==> src/rtl/mux_pkg.sv <==
// Shared definitions for the arbitrating multiplexer: selection mode encoding.
package mux_pkg;

    typedef enum logic [1:0] {
        MODE_MANUAL = 2'b00,
        MODE_FIXED  = 2'b01,
        MODE_RR     = 2'b10,
        MODE_RSVD   = 2'b11
    } mux_mode_t;

endpackage : mux_pkg

==> src/rtl/rr_arbiter.sv <==
// Priority / round-robin arbiter: picks the first requesting channel searching
// upward from a start index (0 for fixed priority, rr_ptr for round-robin),
// wrapping at N_CH-1. Produces a one-hot grant and its encoded index.
module rr_arbiter #(
    parameter int N_CH  = 4,
    parameter int SEL_W = (N_CH > 1) ? $clog2(N_CH) : 1
) (
    input  logic [N_CH-1:0]  req,
    input  logic [SEL_W-1:0] rr_ptr,
    input  logic             use_rr,
    output logic [N_CH-1:0]  grant,
    output logic [SEL_W-1:0] grant_idx
);

    int   start;
    logic found;

    // Two passes implement the wrap: first channels at/above start, then below it.
    always_comb begin
        grant     = '0;
        grant_idx = '0;
        found     = 1'b0;
        start     = use_rr ? int'(rr_ptr) : 0;
        if (start >= N_CH) begin
            start = 0;
        end
        for (int i = 0; i < N_CH; i++) begin
            if (!found && req[i] && (i >= start)) begin
                grant[i]  = 1'b1;
                grant_idx = SEL_W'(i);
                found     = 1'b1;
            end
        end
        for (int i = 0; i < N_CH; i++) begin
            if (!found && req[i] && (i < start)) begin
                grant[i]  = 1'b1;
                grant_idx = SEL_W'(i);
                found     = 1'b1;
            end
        end
    end

endmodule : rr_arbiter

==> src/rtl/arb_mux_n.sv <==
// N-channel arbitrating multiplexer with a one-deep registered output.
// Grant is combinational (manual / fixed / round-robin); the output register
// loads whenever it is empty or being drained in the same cycle.
module arb_mux_n
    import mux_pkg::*;
#(
    parameter int N_CH   = 4,
    parameter int DATA_W = 8,
    parameter int SEL_W  = (N_CH > 1) ? $clog2(N_CH) : 1
) (
    input  logic                   clk,
    input  logic                   rst_n,
    input  logic [1:0]             mode,
    input  logic [SEL_W-1:0]       sel,
    input  logic [N_CH-1:0]        in_valid,
    output logic [N_CH-1:0]        in_ready,
    input  logic [N_CH*DATA_W-1:0] in_data,
    output logic                   out_valid,
    input  logic                   out_ready,
    output logic [DATA_W-1:0]      out_data,
    output logic [SEL_W-1:0]       out_ch
);

    mux_mode_t          mode_e;
    logic [N_CH-1:0]    man_grant;
    logic [N_CH-1:0]    arb_grant;
    logic [SEL_W-1:0]   arb_idx;
    logic [N_CH-1:0]    grant;
    logic [SEL_W-1:0]   grant_idx;
    logic [DATA_W-1:0]  grant_data;
    logic               load_en;
    logic               xfer;

    logic               out_valid_q, out_valid_d;
    logic [DATA_W-1:0]  out_data_q,  out_data_d;
    logic [SEL_W-1:0]   out_ch_q,    out_ch_d;
    logic [SEL_W-1:0]   rr_ptr_q,    rr_ptr_d;

    assign mode_e = mux_mode_t'(mode);

    rr_arbiter #(
        .N_CH  (N_CH),
        .SEL_W (SEL_W)
    ) u_arb (
        .req       (in_valid),
        .rr_ptr    (rr_ptr_q),
        .use_rr    (mode_e == MODE_RR),
        .grant     (arb_grant),
        .grant_idx (arb_idx)
    );

    // Manual select: an out-of-range sel matches no channel, so it never grants.
    always_comb begin
        man_grant = '0;
        for (int i = 0; i < N_CH; i++) begin
            if (sel == SEL_W'(i)) begin
                man_grant[i] = in_valid[i];
            end
        end
    end

    // Mode selection of the grant source; reserved mode grants nothing.
    always_comb begin
        grant     = '0;
        grant_idx = '0;
        case (mode_e)
            MODE_MANUAL: begin
                grant     = man_grant;
                grant_idx = sel;
            end
            MODE_FIXED, MODE_RR: begin
                grant     = arb_grant;
                grant_idx = arb_idx;
            end
            default: begin
                grant     = '0;
                grant_idx = '0;
            end
        endcase
    end

    // One-hot data select from the granted channel.
    always_comb begin
        grant_data = '0;
        for (int i = 0; i < N_CH; i++) begin
            if (grant[i]) begin
                grant_data = in_data[i*DATA_W +: DATA_W];
            end
        end
    end

    // rst_n gates the handshake so no channel sees ready while held in reset.
    assign load_en  = rst_n && (!out_valid_q || out_ready);
    assign in_ready = load_en ? grant : '0;
    assign xfer     = |in_ready;

    // Output register and round-robin pointer next-state.
    always_comb begin
        out_valid_d = out_valid_q;
        out_data_d  = out_data_q;
        out_ch_d    = out_ch_q;
        rr_ptr_d    = rr_ptr_q;
        if (xfer) begin
            out_valid_d = 1'b1;
            out_data_d  = grant_data;
            out_ch_d    = grant_idx;
            rr_ptr_d    = (grant_idx == SEL_W'(N_CH - 1)) ? '0 : grant_idx + SEL_W'(1);
        end else if (out_valid_q && out_ready) begin
            out_valid_d = 1'b0;
        end
    end

    // State registers with asynchronous reset.
    always_ff @(posedge clk or negedge rst_n) begin
        if (!rst_n) begin
            out_valid_q <= 1'b0;
            out_data_q  <= '0;
            out_ch_q    <= '0;
            rr_ptr_q    <= '0;
        end else begin
            out_valid_q <= out_valid_d;
            out_data_q  <= out_data_d;
            out_ch_q    <= out_ch_d;
            rr_ptr_q    <= rr_ptr_d;
        end
    end

    assign out_valid = out_valid_q;
    assign out_data  = out_data_q;
    assign out_ch    = out_ch_q;

endmodule : arb_mux_n
==> config.mk <==
export PLATFORM = sky130hd
export DESIGN_NAME = arb_mux_n
export DESIGN_NICKNAME = d
export VERILOG_FILES = /design/src/rtl/mux_pkg.sv /design/src/rtl/rr_arbiter.sv /design/src/rtl/arb_mux_n.sv
export SDC_FILE = /design/constraint.sdc
export NUM_CORES = 1
export LEC_CHECK = 0
export CAP_MARGIN = 20
export CORE_ASPECT_RATIO = 1.2
export CORE_MARGIN = 2
export CORE_UTILIZATION = 40
export DETAILED_ROUTE_END_ITERATION = 10
export GPL_TIMING_DRIVEN = 0
export PLACE_DENSITY = 0.83
export SYNTH_ARGS = -nofsm -noshare
export SYNTH_HDL_FRONTEND = slang
export SYNTH_SLANG_ARGS = --single-unit
==> constraint.sdc <==
create_clock -name clk -period 3.6 [get_ports clk]
set_input_delay 1.08 -clock clk [delete_from_list [all_inputs] [get_ports clk]]
set_output_delay 1.08 -clock clk [all_outputs]
set_load 0.005 [all_outputs]
==> results.md <==
- Outcome: finished clean
- DRT Pass-1 Iters: 4
- P&R area growth vs syn: 74.50%
- Synth Net Count: 174
- Leading cell type in the layout, fill and taps excluded: clkdlybuf4s50_1
- CTS Root Cell: clkbuf_4
- Worst rel slew slack: 58.40%
- Max-cap violation count: 0
- Gr ovfl total: 0
- Synth Warn #: 0
- Post-synth EDFFs: 0
- Worst Hold Launch: out_ch[0]
- Sequential share of the synthesized area: 28.95%
- Post-CTS Hold Fix Bufs: 0
- Routability cong.: 0.8450
- PortBufs: 57
- Crit end category: output port
- Crit Path Max Fanout: 4
- Period utilization: 98.34%
- Syn avg cell area: 8.778 sq um
- Synth unique cells: 45
- Hold-critical path depth: 2
- Max Clk Rate: 282.5 MHz
- Worst Reg2Reg Path Length in Cells: 7
- Final Critical Period: 3.540 ns
- Pins Over Slew Limit: 0
- Comb power frac: 52.2%
- Internal power: 453.8 uW
- I/O pin cnt: 58
- LEAKAGE: 0.0008402 uW
- Vias in the first global route: 1309
- Req. time, crit path: 2.52 ns
- Average wire per standard cell: 16.97 um
- Post-route DRC: 0
- Cells after Synth: 128
- Via count: 1335
- Ys flop type: dfrtp_1
- Initial Utilization: 41.12%
- Startpoint Class: input pin
- Peak supply drop: 0.2580 mV
- Final setup viols: 0
- Crit Path Category: in -> out
- Seq cells post-synth: 13
- Skew final: 0.001357 ns
- Clk slew on worst S/H paths: 0.08 ns
- CP Cell Sequence: buf_6 > inv_4 > ha_4 > a21boi_4 > or4_4 > a31oi_4 > and2_1 > buf_2
- Final Hold Viols: 0
- Die Width: 52.38 um
- Commonest cells after routing, fill and taps aside: clkdlybuf4s50_1 (45), nand2_1 (15), dfrtp_1 (13)
- Largest net degree at the start of global routing: 15
- Hold crit path type: reg -> reg
- CP Launch Point: mode[0]
- RR Startpoint: rr_ptr_q[0]
- Power share of the clock group: 13.1%
- Clock tree buffer depth: 2
- CP max stage cell: or4_4
- Sink Count: 13
- Initial antenna violation count: 0
- Reg2reg end: rr_ptr_q[1]
- CTS tree: built
- Unrepaired setup endpoints after global routing: false
- Final #Nets: 247
- Final Hold Slack: 0.4877 ns
- DIE AREA: 3250 sq um
- Seq pwr share: 34.7%
- Worst Path Arrival: 2.46 ns
- DP HPWL: 2.872 mm
- Fraction of layout cells with a size suffix above 1: 23.50%
- DR vias/cell: 5.705
- P per Cell Area: 361.9 nW/um^2
- Core Region: 2733 sq um
- Global-route wire length before repair: 5.727 mm
- Worst Tran Pin Value: 0.6199 ns
- Reg2Reg Setup Slack: 1.25 ns
- Switching Fraction: 36.04%
- Clk Latency, worst-skew pair: 0.28 ns
- Hold-critical path endpoint: out_ch[0]
- Total negative slack: 0 ns
- Switching power: 255.7 uW
- Rows: 21
- Overall Global Routing Usage: 24.32%
- Diode count: 0
- CTS Buf Count: 3
- Mapped Area: 1124 sq um
- Number of DRC markers in iteration 0: 39
- Asr flop ratio synth: 100.0%
- Final WL: 3.972 mm
- H-tree levels: 1
- Chip height: 62.06 um
- Final ANT Viol Nets: 0
- Crit path largest cell delay: 0.54 ns
## synthesized netlist by cell type (2+ instances only)
library cell  count  share of area (%)
a21boi_2          2                2.0
and4_1            2                1.6
buf_6             2                2.0
dfrtp_1          13                 29
ha_1              3                3.3
inv_1            13                4.3
nand2_1          16                5.3
nand3_1          10                4.5
nand3b_1          3                2.0
nor2_1            3                1.0
nor2b_1           2                1.1
nor3_1            2               0.89
o21a_1            2                1.3
o21ai_0           2               0.89
o22ai_1           8                4.5
o311a_1           8                7.1
o31ai_1           9                6.0
## sequential cells by signal, indices dropped and copies added, names as in the netlist
name	count
out_data	8
out_ch	2
rr_ptr_q	2
out_valid	1
## logic make-up after synthesis
group	share of synthesized area, %
AND/OR/NAND/NOR	24.95
AO/OA/AOI/OAI	33.30
buffers and inverters	7.795
flip-flops	28.95
adder cells (fa/ha/maj)	3.341
XOR/XNOR	0.7797
multiplexers	0.8909
## worst max path at each step
stage / endpoint / slack, ns
2_1_floorplan: in_ready[1] / 0.12
3_3_place_gp: in_ready[1] / -1.03
3_5_place_dp: in_ready[1] / -1.12
4_1_cts: in_ready[1] / -0.08
5_1_grt: in_ready[0] / 0.02
6_report: in_ready[0] / 0.06
## power groups by stage
stage          clock network [uW]  logic [uW]  registers [uW]
6_report                     93.0         371             246
3_5_place_dp                    0         327             236
2_1_floorplan                   0         144             233
4_1_cts                      91.4         361             243
5_1_grt                      97.6         397             250
3_3_place_gp                    0         319             231
## stage by stage
step | total power, uW | instance area (sq um) | setup slack, ns | util, % | instances
after floorplan | 377.1 | 1124 | 0.1247 | - | 128
after global placement | 550.8 | 1737 | -1.029 | 63.55 | 219
after detailed placement | 563.2 | 1737 | -1.117 | 63.55 | 219
after CTS | 696.2 | 1938 | -0.07930 | 70.92 | 231
after global routing | 745.1 | 1961 | 0.01579 | 71.75 | 234
final | 709.5 | 1961 | 0.05989 | 71.75 | 234
## worst max-delay path, delay by kind of cell
kind	cells	cell delay, ns
AO/OA/AOI/OAI	2	0.29
adder cells (fa/ha/maj)	1	0.16
buffers and inverters	3	0.25
AND/OR/NAND/NOR	2	0.68
## cell type report
type / count / area, sq um
clock buffers: 4 / 26.28
inverters: 13 / 51.30
multi-input cells: 97 / 840.8
fillers: 207 / 772.0
plain buffers: 4 / 41.29
repair buffers: 69 / 633.1
flip-flops and latches: 13 / 325.3
well taps: 34 / 42.54
## layer usage
layer / wire [um] / share of wire, % / vias to the layer above / track usage (%)
met1: 1465 / 37 / 631 / 23.99
met2: 2141 / 54 / 59 / 50.18
met5: 0 / 0 / - / 0
li1: - / - / 640 / -
met4: 38 / 0.96 / 0 / 7.692
met3: 327 / 8.2 / 5 / 4.545
## timing repair
action | 4_1_cts | 5_1_grt
endpoints found under the setup margin | 5 | 4
pin swaps | 10 | 8
setup buffers | 9 | 3
cloned | 0 | 0
gates resized for setup | 50 | 11
No activity file was read; power rests on OpenSTA's default activity.
